--- src/rtl/fetch_queue_stage_pkg.sv ---
// Shared fetch-side types and constants, also imported by the decode stage.
package fetch_queue_stage_pkg;

    localparam int unsigned XLEN = 32;

    localparam logic [XLEN-1:0] RESET_PC_DEFAULT  = 32'h0000_0000;
    localparam logic [XLEN-1:0] NOP_INSTR_DEFAULT = 32'h0000_0013; // addi x0,x0,0

    // One buffered fetch result: the word and the PC it was fetched from.
    typedef struct packed {
        logic [XLEN-1:0] pc;
        logic [XLEN-1:0] instr;
    } fetch_entry_t;

    // Instruction addresses are always word aligned; low bits are dropped.
    function automatic logic [XLEN-1:0] word_align(input logic [XLEN-1:0] addr);
        return {addr[XLEN-1:2], 2'b00};
    endfunction

endpackage

--- src/rtl/fetch_queue_stage_fifo.sv ---
// Synchronous prefetch FIFO with clear; head is read straight from storage.
module fetch_fifo
    import fetch_queue_stage_pkg::*;
#(
    parameter int unsigned DEPTH = 2
) (
    input  logic                     clk_i,
    input  logic                     rst_ni,
    input  logic                     clear_i,
    input  logic                     push_i,
    input  fetch_entry_t             data_i,
    input  logic                     pop_i,
    output fetch_entry_t             head_o,
    output logic                     full_o,
    output logic                     empty_o,
    output logic [$clog2(DEPTH):0]   count_o
);

    localparam int unsigned AW = $clog2(DEPTH);
    localparam int unsigned CW = AW + 1;

    fetch_entry_t    mem_q [DEPTH];
    logic [AW-1:0]   rd_ptr_q;
    logic [AW-1:0]   wr_ptr_q;
    logic [CW-1:0]   count_q;
    logic            do_push;
    logic            do_pop;

    assign full_o  = (count_q == CW'(DEPTH));
    assign empty_o = (count_q == '0);
    assign count_o = count_q;
    assign head_o  = mem_q[rd_ptr_q];
    assign do_push = push_i && !full_o;
    assign do_pop  = pop_i && !empty_o;

    // Pointer and occupancy bookkeeping; clear wins over push/pop.
    always_ff @(posedge clk_i or negedge rst_ni) begin
        if (!rst_ni) begin
            rd_ptr_q <= '0;
            wr_ptr_q <= '0;
            count_q  <= '0;
        end else if (clear_i) begin
            rd_ptr_q <= '0;
            wr_ptr_q <= '0;
            count_q  <= '0;
        end else begin
            if (do_push) wr_ptr_q <= wr_ptr_q + AW'(1);
            if (do_pop)  rd_ptr_q <= rd_ptr_q + AW'(1);
            unique case ({do_push, do_pop})
                2'b10:   count_q <= count_q + CW'(1);
                2'b01:   count_q <= count_q - CW'(1);
                default: count_q <= count_q;
            endcase
        end
    end

    // Entry storage; needs no reset because empty entries are never observed.
    always_ff @(posedge clk_i) begin
        if (do_push && !clear_i) mem_q[wr_ptr_q] <= data_i;
    end

    // The parent's issue gate must never let a response land in a full queue.
    assert property (@(posedge clk_i) disable iff (!rst_ni) !(push_i && full_o && !clear_i));

endmodule

--- src/rtl/fetch_queue_stage.sv ---
// Fetch front end: owns the PC, issues in-order imem requests, buffers
// responses in a prefetch queue and drops in-flight responses on redirect.
module fetch_queue_stage
    import fetch_queue_stage_pkg::*;
#(
    parameter logic [31:0] RESET_PC    = RESET_PC_DEFAULT,
    parameter int unsigned QUEUE_DEPTH = 2,
    parameter logic [31:0] NOP_INSTR   = NOP_INSTR_DEFAULT
) (
    input  logic        clk,
    input  logic        rst,
    output logic        imem_req,
    output logic [31:0] imem_addr,
    input  logic        imem_gnt,
    input  logic        imem_rvalid,
    input  logic [31:0] imem_rdata,
    input  logic        StallD,
    input  logic        PCSrcE,
    input  logic [31:0] PCTargetE,
    output logic        InstrValidF,
    output logic [31:0] InstrF,
    output logic [31:0] PCF_out,
    output logic [31:0] PCPlus4F
);

    localparam int unsigned CW      = $clog2(QUEUE_DEPTH) + 1;
    localparam logic [CW:0] DEPTH_W = (CW+1)'(QUEUE_DEPTH);

    logic          run_q;
    logic [31:0]   pc_q, pc_d;
    logic [31:0]   rsp_pc_q, rsp_pc_d;
    logic [31:0]   last_pc_q;
    logic [CW-1:0] outstanding_q, outstanding_d;
    logic [CW-1:0] drop_q, drop_d;
    logic [CW-1:0] count;
    logic [CW:0]   inflight;
    logic [31:0]   target;
    logic          full, empty, push, pop, issue;
    fetch_entry_t  head, wr_entry;

    assign target    = word_align(PCTargetE);
    assign inflight  = {1'b0, count} + {1'b0, outstanding_q};
    assign imem_req  = run_q && (inflight < DEPTH_W) && !PCSrcE && (drop_q == '0);
    assign imem_addr = pc_q;
    assign issue     = imem_req && imem_gnt;
    assign push      = imem_rvalid && (drop_q == '0) && !PCSrcE;
    assign pop       = !empty && !StallD && !PCSrcE;
    assign wr_entry  = '{pc: rsp_pc_q, instr: imem_rdata};

    fetch_fifo #(.DEPTH(QUEUE_DEPTH)) u_fifo (
        .clk_i   (clk),
        .rst_ni  (rst),
        .clear_i (PCSrcE),
        .push_i  (push),
        .data_i  (wr_entry),
        .pop_i   (pop),
        .head_o  (head),
        .full_o  (full),
        .empty_o (empty),
        .count_o (count)
    );

    assign InstrValidF = !empty;
    assign InstrF      = empty ? NOP_INSTR : head.instr;
    assign PCF_out     = empty ? last_pc_q : head.pc;
    assign PCPlus4F    = PCF_out + 32'd4;

    // Next-state for PC, response PC, outstanding count and drop count.
    always_comb begin
        pc_d          = pc_q;
        rsp_pc_d      = rsp_pc_q;
        drop_d        = drop_q;
        outstanding_d = outstanding_q;
        unique case ({issue, imem_rvalid})
            2'b10:   outstanding_d = outstanding_q + CW'(1);
            2'b01:   outstanding_d = outstanding_q - CW'(1);
            default: outstanding_d = outstanding_q;
        endcase
        if (PCSrcE) begin
            pc_d     = target;
            rsp_pc_d = target;
            // Any drops still pending are already part of outstanding, so
            // everything in flight minus this cycle's response is discarded once.
            drop_d   = outstanding_q - CW'(imem_rvalid);
        end else begin
            if (issue) pc_d = pc_q + 32'd4;
            if (imem_rvalid) begin
                if (drop_q != '0) drop_d   = drop_q - CW'(1);
                else              rsp_pc_d = rsp_pc_q + 32'd4;
            end
        end
    end

    // State registers; run_q keeps requests off until the first edge after reset.
    always_ff @(posedge clk or negedge rst) begin
        if (!rst) begin
            run_q         <= 1'b0;
            pc_q          <= RESET_PC;
            rsp_pc_q      <= RESET_PC;
            outstanding_q <= '0;
            drop_q        <= '0;
            last_pc_q     <= '0;
        end else begin
            run_q         <= 1'b1;
            pc_q          <= pc_d;
            rsp_pc_q      <= rsp_pc_d;
            outstanding_q <= outstanding_d;
            drop_q        <= drop_d;
            if (!empty) last_pc_q <= head.pc;
        end
    end

endmodule

--- config.mk ---
export PLATFORM = sky130hd
export DESIGN_NAME = fetch_queue_stage
export DESIGN_NICKNAME = d
export VERILOG_FILES = /design/src/rtl/fetch_queue_stage_pkg.sv /design/src/rtl/fetch_queue_stage_fifo.sv /design/src/rtl/fetch_queue_stage.sv
export SDC_FILE = /design/constraint.sdc
export NUM_CORES = 1
export LEC_CHECK = 0
export BUFFER_PORTS_ARGS = -buffer_cell sky130_fd_sc_hd__buf_2
export CAP_MARGIN = 10
export CORE_UTILIZATION = 50
export CTS_CLUSTER_SIZE = 30
export DETAILED_ROUTE_END_ITERATION = 12
export PLACE_DENSITY = 0.82
export SYNTH_ARGS = -nofsm -noshare
export SYNTH_HDL_FRONTEND = slang
export SYNTH_SLANG_ARGS = --single-unit
--- constraint.sdc ---
create_clock -name clk -period 5.9 [get_ports clk]
set_input_delay 0.885 -clock clk [delete_from_list [all_inputs] [get_ports clk]]
set_output_delay 0.885 -clock clk [all_outputs]
set_load 0.02 [all_outputs]
After elaboration in Yosys (flattened, before gate mapping)
Memory sizes are Yosys's and may differ from the RTL's.
Cells that the tools add are included.
Operators by class
  reduce and logical (&&, ||, !) cells: 27
  eq/ne operators: 6
  add/subtract/negate cells: 12
  muxes and demuxes: 19
  $lt $le $gt $ge: 1
Operator list (number)
  32-bit 2-to-1 mux: 7
  32-bit by 3-bit adder with 32-bit output, second input constant: 3
  2-bit nonzero test: 7
  1-bit logical AND: 11
  2-bit 2-to-1 mux: 4
  2-bit one-hot mux with 2 select lines: 2
  2-bit == test, second input constant: 3
  1-bit 2-to-1 mux: 6
  2-bit by 1-bit subtractor with 2-bit output, second input constant: 3
  2-bit by 1-bit adder with 2-bit output, second input constant: 2
  2-bit by 1-bit == test with 1-bit output, second input constant: 2
  1-bit logical NOT: 4
  2-bit logical NOT: 2
  2-bit AND reduction: 2
  2-bit by 2-bit adder with 3-bit output: 1
  3-bit by 2-bit less-than comparator with 1-bit output, second input constant: 1
  3-bit nonzero test: 1
  1-bit adder, second input constant: 2
  2-bit != test, second input constant: 1
  2-bit by 1-bit subtractor with 2-bit output: 1
Word-level totals
  output and inout bits: 130
  word-level logic and storage cells: 75
  memory bits (writable): 128
  bits in registers: 105
  memories: 1
  input bits: 70
Memory list
  u_fifo.mem_q: depth 2, width 64, read ports 1, clocked after memory_dff 0, write ports 1, RTL line fetch_queue_stage_fifo.sv:22  | fetch_entry_t mem_q [DEPTH];

Longest topological paths before layout
  word-level depth: 8
  depth in mapped cells: 11
  gate-level depth less buffers: 9

Modules after synthesis
A second synthesis with hierarchy kept.
Unflattened totals
  cells, all modules: 866
  area total of the unflattened synthesis: 10735.3 um2
By module, submodules not included
  fetch_queue_stage: instances 1, cells an instance 642, seq. area each 2427.3 um2, area each 5916.9 um2
  fetch_fifo: instances 1, cells an instance 224, seq. area each 3943.8 um2, area each 4818.4 um2

Worst setup path before layout
Ideal clock, no wire load.
  path type: input port to flip-flop
  start point: input imem_rvalid
  end point: memory u_fifo.mem_q[1][0] (netlist bit) (enable)
  required time: 5.329 ns
  path slack: -0.646 ns
  stages: 4
  data arrival time: 5.975 ns
  setup time: 0.571 ns
  path buffers: 1
  cell sequence: and2_1 clkbuf_1 nand2_1 nor3b_1
Between the ends
  word-level cells in the longest chain between the ends: 6
RTL lines
  start, declared: RTL line fetch_queue_stage.sv:15  | input logic imem_rvalid,
  1-bit logical AND (2 in a row): RTL line fetch_queue_stage.sv:46  | assign push = imem_rvalid && (drop_q == '0) && !PCSrcE;
  1-bit logical AND: RTL line fetch_queue_stage_fifo.sv:33  | assign do_push = push_i && !full_o;
  1-bit logical AND: RTL line fetch_queue_stage_fifo.sv:59  | if (do_push && !clear_i) mem_q[wr_ptr_q] <= data_i;
  1-bit 2-to-1 mux: RTL line fetch_queue_stage_fifo.sv:59
  1-bit 2-to-1 mux (not written as such): RTL line fetch_queue_stage_fifo.sv:59
  end, declared: RTL line fetch_queue_stage_fifo.sv:22
Every way passes these cells.

Final worst setup path
  start point: register u_fifo.count_q[0] (netlist: u_fifo.count_o[0])
  end point: output PCPlus4F[14]
Between the ends
  word-level cells in the longest chain between the ends: 3
RTL lines
  start, declared: RTL line fetch_queue_stage_fifo.sv:25  | logic [CW-1:0] count_q;
  start signal, assigned: RTL line fetch_queue_stage_fifo.sv:50  | 2'b10: count_q <= count_q + CW'(1);
  start signal, assigned: RTL line fetch_queue_stage_fifo.sv:51  | 2'b01: count_q <= count_q - CW'(1);
  start signal, assigned: RTL line fetch_queue_stage_fifo.sv:52  | default: count_q <= count_q;
  2-bit logical NOT: RTL line fetch_queue_stage_fifo.sv:30  | assign empty_o = (count_q == '0);
  32-bit 2-to-1 mux
  32-bit by 3-bit adder with 32-bit output: RTL line fetch_queue_stage.sv:66  | assign PCPlus4F = PCF_out + 32'd4;
  end, declared: RTL line fetch_queue_stage.sv:23  | output logic [31:0] PCPlus4F
Every way passes these cells.

==> results.md <==
Finish:
- The filler cell count in the final layout is ~1600.
- The final core area utilization is 0.607.
- The repair_antennas step left the layout with diodes totalling 0.
- The fraction of layout instances using a drive strength above 1 is 0.272.
- The multi-input combinational cells in the finished layout cover a total of 3720 um2.
- The final standard cell area without fillers is 12300 um2.
- Once layout is complete, the cells apart from fillers number 1317.
- Relative to the synthesized area, the layout overhead comes to 19.3%.
- The sequential cell area in the final layout is 6250 um2.
- The final net count is 1106.

Worst setup path:
- The number of buffer and inverter stages on the critical path is 2.
- The worst setup path is launched from a flip-flop.
- The family with the most delay on the worst path is simple AND/OR/NAND/NOR gates.
- The maximum fanout along the worst path is 42.
- Walking the worst path, the cells encountered are nor2_4 > inv_4 > a21oi_1 > and4_1 > nand3_1 > nor3b_1 > xor2_1 > buf_2.
- The category of the critical setup timing path is flip-flop to output pin.
- At the worst endpoint, the arrival time is about 4.0 ns.
- Measured in cells, the most critical reg-to-reg path has a length of 11.
- The startpoint of the most critical register-to-register path is u_fifo.count_o[0].
- The worst path required time is 5.02 ns.
- The largest single stage delay on the critical path is roughly 0.8 ns.
- In this run the critical register-to-register path is captured at imem_addr[28].
- The reg2reg setup slack is roughly 2.3 ns.
- STA classifies the critical path endpoint as an output pin.
- The cell type of the slowest stage on the worst timing path is nor2_4.
- The total stage count of the critical path is 8.

GRT:
- Entering global routing, the biggest net connects 65 pins.
- The initial antenna violation count was 0.
- The first global-routing pass estimated approximately 37000 um of wire.
- The number of global-route vias before repair is slightly below 7000.
- In the global route stage, overall resource usage came out at 0.223.
- Summed over all layers, the global routing overflow is 0.

Floorplanning:
- The count of pins on the block boundary is 200.
- The die is around 150 um wide.
- The die covers 21100 um2.
- The number of cell rows is between 50 and 60.
- The effective utilization at floorplan is 0.509.
- The core area is 20200 um2.
- The die span in y is 145 um.

Drt:
- The routed via count is between 7000 and 8000.
- The final layout contains routed wiring with a total length of 23600 um.
- After detailed routing, the average wire length per cell comes to between 15 and 20 um.
- The detail route stage leaves a number of antenna-violating nets equal to 0.
- The first routing iteration left approximately 500 violations.
- The remaining design rule violation count is 0.
- The first detailed-routing pass took 5 iterations.
- In the routed layout, each cell is associated on average with a via count of ~5.6.

Pwr:
- The peak supply drop is around 0.00025 V.
- The internal power of the cells totals 3.37 mW.
- The sum of internal, switching and leakage power is 5.25 mW.
- The switching power share of the total is 0.358.
- The net switching power is between 1.5 and 2 mW.
- The total power per unit cell area is 428 nW/um2.
- The leakage power summed over all cells is 4.81 nW.
- The share of total power dissipated in the clock network is 0.291.
- Of the total power, registers draw 0.390.
- The share of total power dissipated in combinational logic is 0.319.

STA:
- The final sum of negative setup slack is 0 ns.
- The worst pin sits at a relative slew slack of 0.275.
- The highest clock frequency the design can meet is 0.204 GHz.
- The count of endpoints failing setup in the final report is 0.
- The final max-slew violation count came to 0.
- The post-route minimum period is 4.90 ns.
- Clock skew on the completed layout was measured at 0.0204 ns.
- The final count of hold timing violations is 0.
- Setup repair after global routing left no endpoint under its margin.
- The share of the cycle needed by the critical path after routing is 0.830.
- The pin slew with the least headroom to its limit is between 1 and 1.5 ns.

Job:
- Max-cap violations in this run came to 0.

Clocking:
- The clock input transition at the sequential cells of the worst setup and hold paths is 0.06 ns.
- The count of hold buffers inserted by post-cts repair is 0.
- For the worst-skew pair, the clock arrives at the later sink with an insertion delay of 0.52 ns.
- The deepest clock path buffer count is 3.
- After clock tree synthesis, the setup repair step added 0 buffers.
- The buffer cell driving the clock tree root is clkbuf_16.
- CTS saw 225 sinks.
- The post-cts sizing count is 0.
- The level count of the clock H-tree is 1.
- TritonCTS built the clock tree.
- Counting the buffers created by CTS gives 24.

Status:
- The run finished with clean final reports.

Worst hold path:
- The type of the most critical hold path is input port to async pin.

Yosys:
- The most common cell in the synthesized netlist is edfxtp_1.
- In the synthesized netlist, the cells that appear most often are 124 x edfxtp_1, 101 x dfrtp_1, 86 x nand2_1, 62 x mux2i_1, 53 x nor2_1.
- Of the post-synthesis cell area, the dominant cell type holds 0.363.
- The cell count after synthesis came out at 840.
- Of all flip-flops after synthesis, the portion carrying an async set or reset was 0.449.
- Yosys mapped the design onto 61 distinct sky130hd cell types.
- After synthesis the cells add up to 10300 um2.
- In this run the mean area of a mapped cell was 12.2 um2.
- The most used flip-flop cell after synthesis is edfxtp_1.
- The synthesized design contains 124 enable-type register cells.
- The library cell with the largest summed area after synthesis is edfxtp_1.
- Of the synthesized area, sequential elements account for 0.609.
- In the post-synthesis netlist, the biggest area contributors are edfxtp_1 36%, dfrtp_1 25%, mux2i_1 6.0%.
- Synthesis inferred roughly 230 register bits.
- The Yosys step of the flow raised 0 warnings.

Placement:
- Routability-driven placement finished with a final weighted congestion of 0.837.
- The count of input and output buffers is between 150 and 200.
- The number of placed cells counting well taps is 1273.
- The wire-length estimate of the detail-placed layout is 15800 um.
- In this run the cell area measured after placement is 11400 um2.
-- area by class of cell --
type                    instances  area share
well taps                     270      0.0276
multi-input cells             553       0.304
clock inverters                12      0.0121
repair buffers                202      0.0842
inverters                      23     0.00725
clock buffers                  32      0.0547
flip-flops and latches        225       0.511
-- registers in the layout, summed over array words and instances (netlist names) --
signal and flops:
rsp_pc_q 30, drop_q 2, last_pc_q 32, outstanding_q 2
u_fifo.mem_q 124, u_fifo.wr_ptr_q 1, u_fifo.count_o 2, u_fifo.rd_ptr_q 1
run_q 1, imem_addr 30
-- power groups by stage --
stage | Combinational (mW) | Sequential (mW) | Clock, mW
floorplan | 1.16 | 2.05 | 0
global placement | 1.64 | 2.06 | 0
detailed placement | 1.68 | 2.08 | 0
CTS | 1.69 | 2.05 | 1.54
global route | 1.80 | 2.07 | 1.60
finish | 1.67 | 2.05 | 1.53
-- logic make-up after synthesis --
group	Yosys count	share of synthesized area
fa+ha+maj	7	0.00926
simple gates	291	0.150
mux	74	0.0736
buf+inv	63	0.0312
other cells	2	0.000732
compound gates	113	0.0704
flops	225	0.609
xor+xnor	65	0.0555
-- routing by layer --
layer,GRT usage,up-vias,part of all wire
li1,-,3432,-
met2,0.363,301,0.47
met3,0.0308,40,0.067
met5,0,-,0
met1,0.315,3557,0.44
met4,0.0605,0,0.022
-- metrics by stage --
stage | hold WS [ns] | setup WS, ns
floorplan | 0.440 | 1.54
global placement | 0.466 | 1.52
detailed placement | 0.483 | 1.53
CTS | 0.445 | 0.942
global route | 0.476 | 0.650
finish | 0.428 | 1.00
-- cells in the final DEF (no fill, tap or decap), drive strengths merged, types with 2 or more instances in the layout --
cell,n
buf,202
edfxtp,124
dfrtp,101
nand2,87
mux2i,62
nor2,55
o21ai,54
xor2,34
clkbuf,32
xnor2,31
nand3,30
nor3,29
nand4,26
inv,22
a21oi,21
and3,16
and2,14
o311ai,13
mux2,12
nor4,11
clkinv,10
a31oi,9
o211ai,8
ha,6
or3,5
and4,5
nand2b,3
conb,3
bufinv,3
nor3b,3
or2,2
a21o,2
nor2b,2
-- how the worst max path moves through the flow --
stage,start,end,slack (ns)
floorplan,imem_rvalid,u_fifo.mem_q[1][0],1.54
global placement,u_fifo.count_o[0],PCPlus4F[30],1.52
detailed placement,u_fifo.count_o[0],PCPlus4F[30],1.53
CTS,u_fifo.count_o[0],PCPlus4F[14],0.94
global route,u_fifo.count_o[0],PCPlus4F[14],0.65
finish,u_fifo.count_o[0],PCPlus4F[14],1.00
No activity file was read; power rests on OpenSTA's default activity.
